[src/rtl/ssd_frame_decoder.sv]
// Loopback receiver for the multiplexed 7-segment bus: samples scan phases,
// rebuilds the four glyphs and publishes the hex word once it is stable.
module ssd_frame_decoder #(
    parameter int SETTLE_CYC    = 4,
    parameter int STABLE_FRAMES = 3
) (
    input  logic        clk,
    input  logic        rst,
    input  logic [1:0]  seg_en,
    input  logic [6:0]  seg_ab,
    input  logic [6:0]  seg_cd,
    output logic [15:0] digits,
    output logic        ovf,
    output logic        frame_valid,
    output logic        update,
    output logic        code_err
);

    localparam int SW = $clog2(SETTLE_CYC + 1);
    localparam int TW = $clog2(STABLE_FRAMES + 1);
    localparam logic [SW-1:0] SETTLE_MAX = SW'(SETTLE_CYC);
    localparam logic [SW-1:0] CAP_AT     = SW'(SETTLE_CYC - 1);
    localparam logic [TW-1:0] STAB_MAX   = TW'(STABLE_FRAMES);
    localparam logic [TW-1:0] STAB_ONE   = TW'(1);

    typedef enum logic [1:0] {S_SYNC, S_HAVE_LO, S_HAVE_HI} state_t;

    typedef struct packed {
        logic       ok;
        logic       of;
        logic [3:0] nib;
    } glyph_t;

    function automatic glyph_t dec(input logic [6:0] s);
        glyph_t g;
        g = '{ok: 1'b1, of: 1'b0, nib: 4'h0};
        case (s)
            7'h3F:   g.nib = 4'h0;
            7'h06:   g.nib = 4'h1;
            7'h5B:   g.nib = 4'h2;
            7'h4F:   g.nib = 4'h3;
            7'h66:   g.nib = 4'h4;
            7'h6D:   g.nib = 4'h5;
            7'h7D:   g.nib = 4'h6;
            7'h07:   g.nib = 4'h7;
            7'h7F:   g.nib = 4'h8;
            7'h6F:   g.nib = 4'h9;
            7'h77:   g.nib = 4'hA;
            7'h7C:   g.nib = 4'hB;
            7'h39:   g.nib = 4'hC;
            7'h5E:   g.nib = 4'hD;
            7'h79:   g.nib = 4'hE;
            7'h71:   g.nib = 4'hF;
            7'h40:   g.of  = 1'b1;
            default: g.ok  = 1'b0;
        endcase
        return g;
    endfunction

    state_t        state;
    logic [1:0]    en_q;
    logic [SW-1:0] settle_cnt;
    logic [SW-1:0] settle_nxt;
    logic          cap;
    logic [6:0]    lo_ab, lo_cd, hi_ab, hi_cd;
    logic          frame_done;
    logic [TW-1:0] stab_cnt;
    logic [TW-1:0] stab_nxt;
    logic [16:0]   prev_w;
    logic [16:0]   pub_w;
    logic          pub_req;
    glyph_t        g3, g2, g1, g0;
    logic          all_ok, any_of, all_of, bad;
    logic [16:0]   w;

    // one capture per hold: fires only on the edge the count first hits CAP_AT
    always_comb begin
        if (seg_en != en_q)
            settle_nxt = '0;
        else if (settle_cnt == SETTLE_MAX)
            settle_nxt = settle_cnt;
        else
            settle_nxt = settle_cnt + 1'b1;
        cap = (settle_nxt == CAP_AT) && (settle_cnt != CAP_AT);
    end

    always_comb begin
        g3     = dec(lo_ab);
        g2     = dec(hi_ab);
        g1     = dec(lo_cd);
        g0     = dec(hi_cd);
        all_ok = g3.ok & g2.ok & g1.ok & g0.ok;
        any_of = g3.of | g2.of | g1.of | g0.of;
        all_of = g3.of & g2.of & g1.of & g0.of;
        bad    = !all_ok || (any_of && !all_of);
        w      = all_of ? 17'h10000
                        : {1'b0, g3.nib, g2.nib, g1.nib, g0.nib};
        if (w != prev_w)
            stab_nxt = STAB_ONE;
        else if (stab_cnt == STAB_MAX)
            stab_nxt = stab_cnt;
        else
            stab_nxt = stab_cnt + 1'b1;
    end

    always_ff @(posedge clk or negedge rst) begin
        if (!rst) begin
            state       <= S_SYNC;
            en_q        <= 2'b00;
            settle_cnt  <= '0;
            lo_ab       <= '0;
            lo_cd       <= '0;
            hi_ab       <= '0;
            hi_cd       <= '0;
            frame_done  <= 1'b0;
            stab_cnt    <= '0;
            prev_w      <= '0;
            pub_w       <= '0;
            pub_req     <= 1'b0;
            digits      <= '0;
            ovf         <= 1'b0;
            frame_valid <= 1'b0;
            update      <= 1'b0;
            code_err    <= 1'b0;
        end else begin
            en_q       <= seg_en;
            settle_cnt <= settle_nxt;
            frame_done <= 1'b0;
            pub_req    <= 1'b0;
            update     <= 1'b0;
            code_err   <= 1'b0;

            if (cap) begin
                unique case (seg_en)
                    2'b00: begin
                        lo_ab <= seg_ab;
                        lo_cd <= seg_cd;
                        state <= S_HAVE_LO;
                    end
                    2'b11: begin
                        if (state != S_SYNC) begin
                            hi_ab      <= seg_ab;
                            hi_cd      <= seg_cd;
                            frame_done <= (state == S_HAVE_LO);
                            state      <= S_HAVE_HI;
                        end
                    end
                    default: begin
                        code_err <= 1'b1;
                        state    <= S_SYNC;
                        stab_cnt <= '0;
                    end
                endcase
            end

            if (frame_done) begin
                if (bad) begin
                    code_err <= 1'b1;
                    stab_cnt <= '0;
                end else begin
                    prev_w   <= w;
                    stab_cnt <= stab_nxt;
                    pub_w    <= w;
                    pub_req  <= (stab_nxt == STAB_MAX) &&
                                (w != {ovf, digits} || !frame_valid);
                end
            end

            if (pub_req) begin
                {ovf, digits} <= pub_w;
                frame_valid   <= 1'b1;
                update        <= 1'b1;
            end
        end
    end

endmodule

[config.mk]
export PLATFORM = sky130hd
export DESIGN_NAME = ssd_frame_decoder
export DESIGN_NICKNAME = d
export VERILOG_FILES = /design/src/rtl/ssd_frame_decoder.sv
export SDC_FILE = /design/constraint.sdc
export NUM_CORES = 1
export LEC_CHECK = 0
export ABC_AREA = 0
export BUFFER_PORTS_ARGS = -buffer_cell sky130_fd_sc_hd__buf_4
export CAP_MARGIN = 25
export CORE_ASPECT_RATIO = 0.7
export CORE_MARGIN = 2
export CORE_UTILIZATION = 30
export CTS_BUF_LIST = sky130_fd_sc_hd__clkbuf_4 sky130_fd_sc_hd__clkbuf_8
export CTS_CLUSTER_SIZE = 30
export DETAILED_ROUTE_END_ITERATION = 10
export SLEW_MARGIN = 20
export SYNTH_ARGS = -nofsm -noshare
export SYNTH_HDL_FRONTEND = slang
export SYNTH_SLANG_ARGS = --single-unit
[constraint.sdc]
create_clock -name clk -period 2.86 [get_ports clk]
set_clock_uncertainty 0.15 [all_clocks]
set_input_delay 0.286 -clock clk [delete_from_list [all_inputs] [get_ports clk]]
set_output_delay 0.286 -clock clk [all_outputs]
set_load 0.01 [all_outputs]
==> results <==
- The checks that failed: setup timing.
- The fill cell total of the finished layout is 1601.
- The number of antenna diodes in the final layout is 0.
- The total number of vias is 4739.
- The synthesized netlist occupies a cell area of 5060 sq um.
- Synthesis produced a netlist whose cell count is 537.
- The via count of the first global-routing pass is 4469.
- The number of primary I/O pins is 38.
- At the pin with the least slew margin, the transition time is 857 ps.
- The final-report hold violation count is 0.
- Sorting the synthesized cells by how often they occur yields 76 x sky130_fd_sc_hd__dfrtp_1, 44 x sky130_fd_sc_hd__mux2_2, 41 x sky130_fd_sc_hd__nand2_1.
- The post-detailed-routing wire length is 15000 um.
- The setup slack after placement is -97.2 ps.
- Among all flip-flop cells after synthesis, the most frequent one is sky130_fd_sc_hd__dfrtp_1.
- The longest clock path from root to sink contains 2 buffers.
- Setup repair after global routing could not meet its margin everywhere.
- The critical path endpoint category is a register.
- The die area is 17900 sq um.
- For this run, the number of Yosys warnings is 0.
- The critical register-to-register path startpoint is hi_ab[6].
- Counting every sink on the clock net gives 76.
- The run finished, with violations left.
- Buffers placed on the I/O ports in this run total 37.
- The final non-filler cell area is 6930 sq um.
- The leakage dissipation is 3.13 nW.
- The number of remaining DRC errors is 0.
- In this run the vertical extent of the chip is 113 um.
- The final critical path time including I/O delays and setup is 3000 ps.
- The CTS tree is built.
- In this run the worst setup path begins at hi_ab[6].
- The clock latency on the worst-skew pair is 370 ps.
- The number of core rows is 39.
- VDD sags by at most 0.000167 V.
- The share of the Yosys chip area taken by registers is 0.376.
- Yosys mapped the design onto 78 distinct sky130hd cell types.
- The final max-slew violation count is 0.
- The number of nets with antenna violations after detailed routing is 0.
- The category of the critical setup timing path is register to register.
- The signed area change from the synthesized netlist to the final layout is 37.0%.
- At the end of routability-driven placement, the weighted congestion stood at 0.952.
- The share of flip-flops with an asynchronous set or reset after synthesis is 1.00.
- The total of endpoints with negative setup slack in the final report is 9.
- In this run the worst hold path is classified as primary input to register.
- sky130_fd_sc_hd__dfrtp_1 is the most common cell in the netlist.
- The data arrival time at the worst-slack endpoint is 3110 ps.
- The power per unit of standard cell area is 417 nW/um^2.
- For this configuration, the core starts out at a cell density of 0.309.
- Of the cells placed in the final design, the portion with a size suffix greater than 1 is 0.403.
- Entering global routing, the biggest net connects 77 pins.
- The setup slack of the critical path after layout is -143 ps.
- Global routing finished with a remaining overflow of 0.
- The count of TritonRoute iterations in the first routing pass is 5.
- The largest fanout of any net on the critical path is 6.
- Across all hold checks on the routed design, the worst slack comes to 16.4 ps.
- sky130_fd_sc_hd__dfrtp_1 takes more of the synthesized area than any other cell.
- STA classifies the critical path startpoint as a register.
- Clock-pin slew was measured on the worst setup and hold paths at 90 ps.
- The max-capacitance violation count is 0.
- The tree is rooted in a sky130_fd_sc_hd__clkbuf_8.
- The final cycle utilization of the critical path is 1.05.
- The post-synthesis net count is 561.
- The core footprint is 16400 sq um.
- In this run, CTS created clock tree buffers numbering 9.
- Counting flops with a built-in enable in the synthesized netlist gives 0.
- The cell area after placement is 6160 sq um.
- After detailed routing, the number of vias per cell comes to 5.28.
- In this run, synthesis produced a sequential element count of 76.
- Measured on the finished design, the core utilization comes to 0.423.
- The H-tree was split into 3 levels.
- Sorting the synthesized cells by area gives the leading types as sky130_fd_sc_hd__dfrtp_1 38%, sky130_fd_sc_hd__mux2_2 9.8%, sky130_fd_sc_hd__xor2_1 3.1%.
- The share of synthesized area in the top cell type comes to 0.376.
- The endpoint required time on the critical path is 2960 ps.
- In this run the horizontal extent of the chip is 159 um.
- The initial antenna violation count is 0.
- The worst pin sits at a relative slew slack of 0.428.
- For this run, the total global-route usage over all layers was measured as 0.166.
- Dividing the detail-routed wire length by the instance count gives 16.7 um.
- For this block, the initial DRC count from the detailed router was 288.
- The post-synthesis average cell area is 9.42 sq um.
- In this run the most critical hold path is launched from seg_cd[3].
- For this run, the post-layout net count is 691.
- The final HPWL from detailed placement is 10900 um.
- The first global-routing pass estimated 23800 um of wire.
- Based on the critical path, the design can be clocked at up to 0.333 GHz.
[per-layer routing]
layer | share of wire | wire length (um) | GRT usage | vias up
li1 | - | - | - | 2244
met2 | 0.44 | 6540 | 0.250 | 135
met4 | 0.0090 | 135 | 0.0333 | 0
met3 | 0.049 | 739 | 0.0322 | 14
met5 | 0 | 0 | 0 | -
met1 | 0.50 | 7550 | 0.247 | 2346
[power breakdown]
| part | switching [W] | internal, W | total [W] |
|---|---|---|---|
| clock network | 0.000460 | 0.000525 | 0.000984 |
| logic | 0.000333 | 0.000338 | 0.000671 |
| registers | 0.0000936 | 0.00114 | 0.00124 |
[layout make-up]
class | count | area (sq um) | area share
inverters | 22 | 82.6 | 0.0119
clock buffers | 10 | 138 | 0.0198
multi-input cells | 399 | 3110 | 0.449
clock inverters | 6 | 95.1 | 0.0137
flip-flops and latches | 76 | 1910 | 0.276
well taps | 225 | 282 | 0.0406
repair buffers | 159 | 1310 | 0.189
[layout by cell type (no fill, tap or decap), types with 6 or more instances in the layout]
cell type,n
sky130_fd_sc_hd__buf_4,138
sky130_fd_sc_hd__dfrtp_1,69
sky130_fd_sc_hd__mux2_2,44
sky130_fd_sc_hd__nand2_1,41
sky130_fd_sc_hd__nor2_1,29
sky130_fd_sc_hd__a21oi_1,26
sky130_fd_sc_hd__inv_1,22
sky130_fd_sc_hd__nand3_1,19
sky130_fd_sc_hd__xor2_1,18
sky130_fd_sc_hd__xnor2_1,13
sky130_fd_sc_hd__o21ai_0,13
sky130_fd_sc_hd__nand4_1,13
sky130_fd_sc_hd__nor3_1,10
sky130_fd_sc_hd__clkbuf_8,10
sky130_fd_sc_hd__nand3b_1,9
sky130_fd_sc_hd__dlygate4sd3_1,9
sky130_fd_sc_hd__o211ai_1,7
sky130_fd_sc_hd__a31oi_1,7
sky130_fd_sc_hd__nand2b_1,7
sky130_fd_sc_hd__buf_6,7
sky130_fd_sc_hd__dfrtp_2,7
sky130_fd_sc_hd__or3b_2,6
sky130_fd_sc_hd__ha_1,6
[sequential cells by signal (all words and copies together) (netlist names)]
name / flops
settle_cnt: 3
en_q: 2
pub_req: 1
hi_cd: 7
frame_done: 1
ovf: 1
lo_cd: 7
code_err: 1
hi_ab: 7
update: 1
state: 2
pub_w: 17
stab_cnt: 2
digits: 16
frame_valid: 1
lo_ab: 7
[metrics by stage]
step / TNS [ps] / instances / power [W]
after floorplan: 0 / 537 / 0.00156
after global placement: -281 / 847 / 0.00182
after detailed placement: -654 / 847 / 0.00183
after CTS: -157 / 889 / 0.00286
after global routing: -1860 / 897 / 0.00304
final: -358 / 897 / 0.00289
[critical path, cell delays in order, from the launching register on]
cell,delay (ps)
sky130_fd_sc_hd__dfrtp_1,400
sky130_fd_sc_hd__buf_4,160
sky130_fd_sc_hd__or2b_1,220
sky130_fd_sc_hd__o32ai_4,100
sky130_fd_sc_hd__a211oi_2,400
sky130_fd_sc_hd__mux2_4,330
sky130_fd_sc_hd__or4_4,540
sky130_fd_sc_hd__nor4_4,210
sky130_fd_sc_hd__nand2_1,150
sky130_fd_sc_hd__a2111oi_4,240
[cell families (layout without fill, tap and decap cells)]
family	after synthesis	after routing	share of synthesized area
AND/OR/NAND/NOR	216	216	0.261
flip-flops	76	76	0.376
buffers and inverters	62	197	0.0489
AO/OA/AOI/OAI	92	92	0.125
adder cells (fa/ha/maj)	7	7	0.0168
multiplexers	52	52	0.116
XOR/XNOR	32	32	0.0569
[repair_timing]
| action | 4_1_cts | 5_1_grt |
|---|---|---|
| gates resized for setup | 22 | 35 |
| hold endpoints to repair | 82 | 2 |
| pin swaps | 10 | 13 |
| endpoints found under the setup margin | 19 | 21 |
| buffers inserted | 18 | 5 |
| cloned | 1 | 1 |
| hold buffers | 7 | 2 |
[path summary, 6_finish.rpt]
check	end	slack (ps)	depth (start not counted)
worst min-delay path	lo_cd[3]	20	2
max in group asynchronous	hi_cd[6]	1660	2
worst min register to register	frame_valid	360	1
worst max register to register	pub_req	-140	9
min in group asynchronous	digits[0]	380	2
worst max-delay path	pub_req	-140	9
No activity file was read; power rests on OpenSTA's default activity.
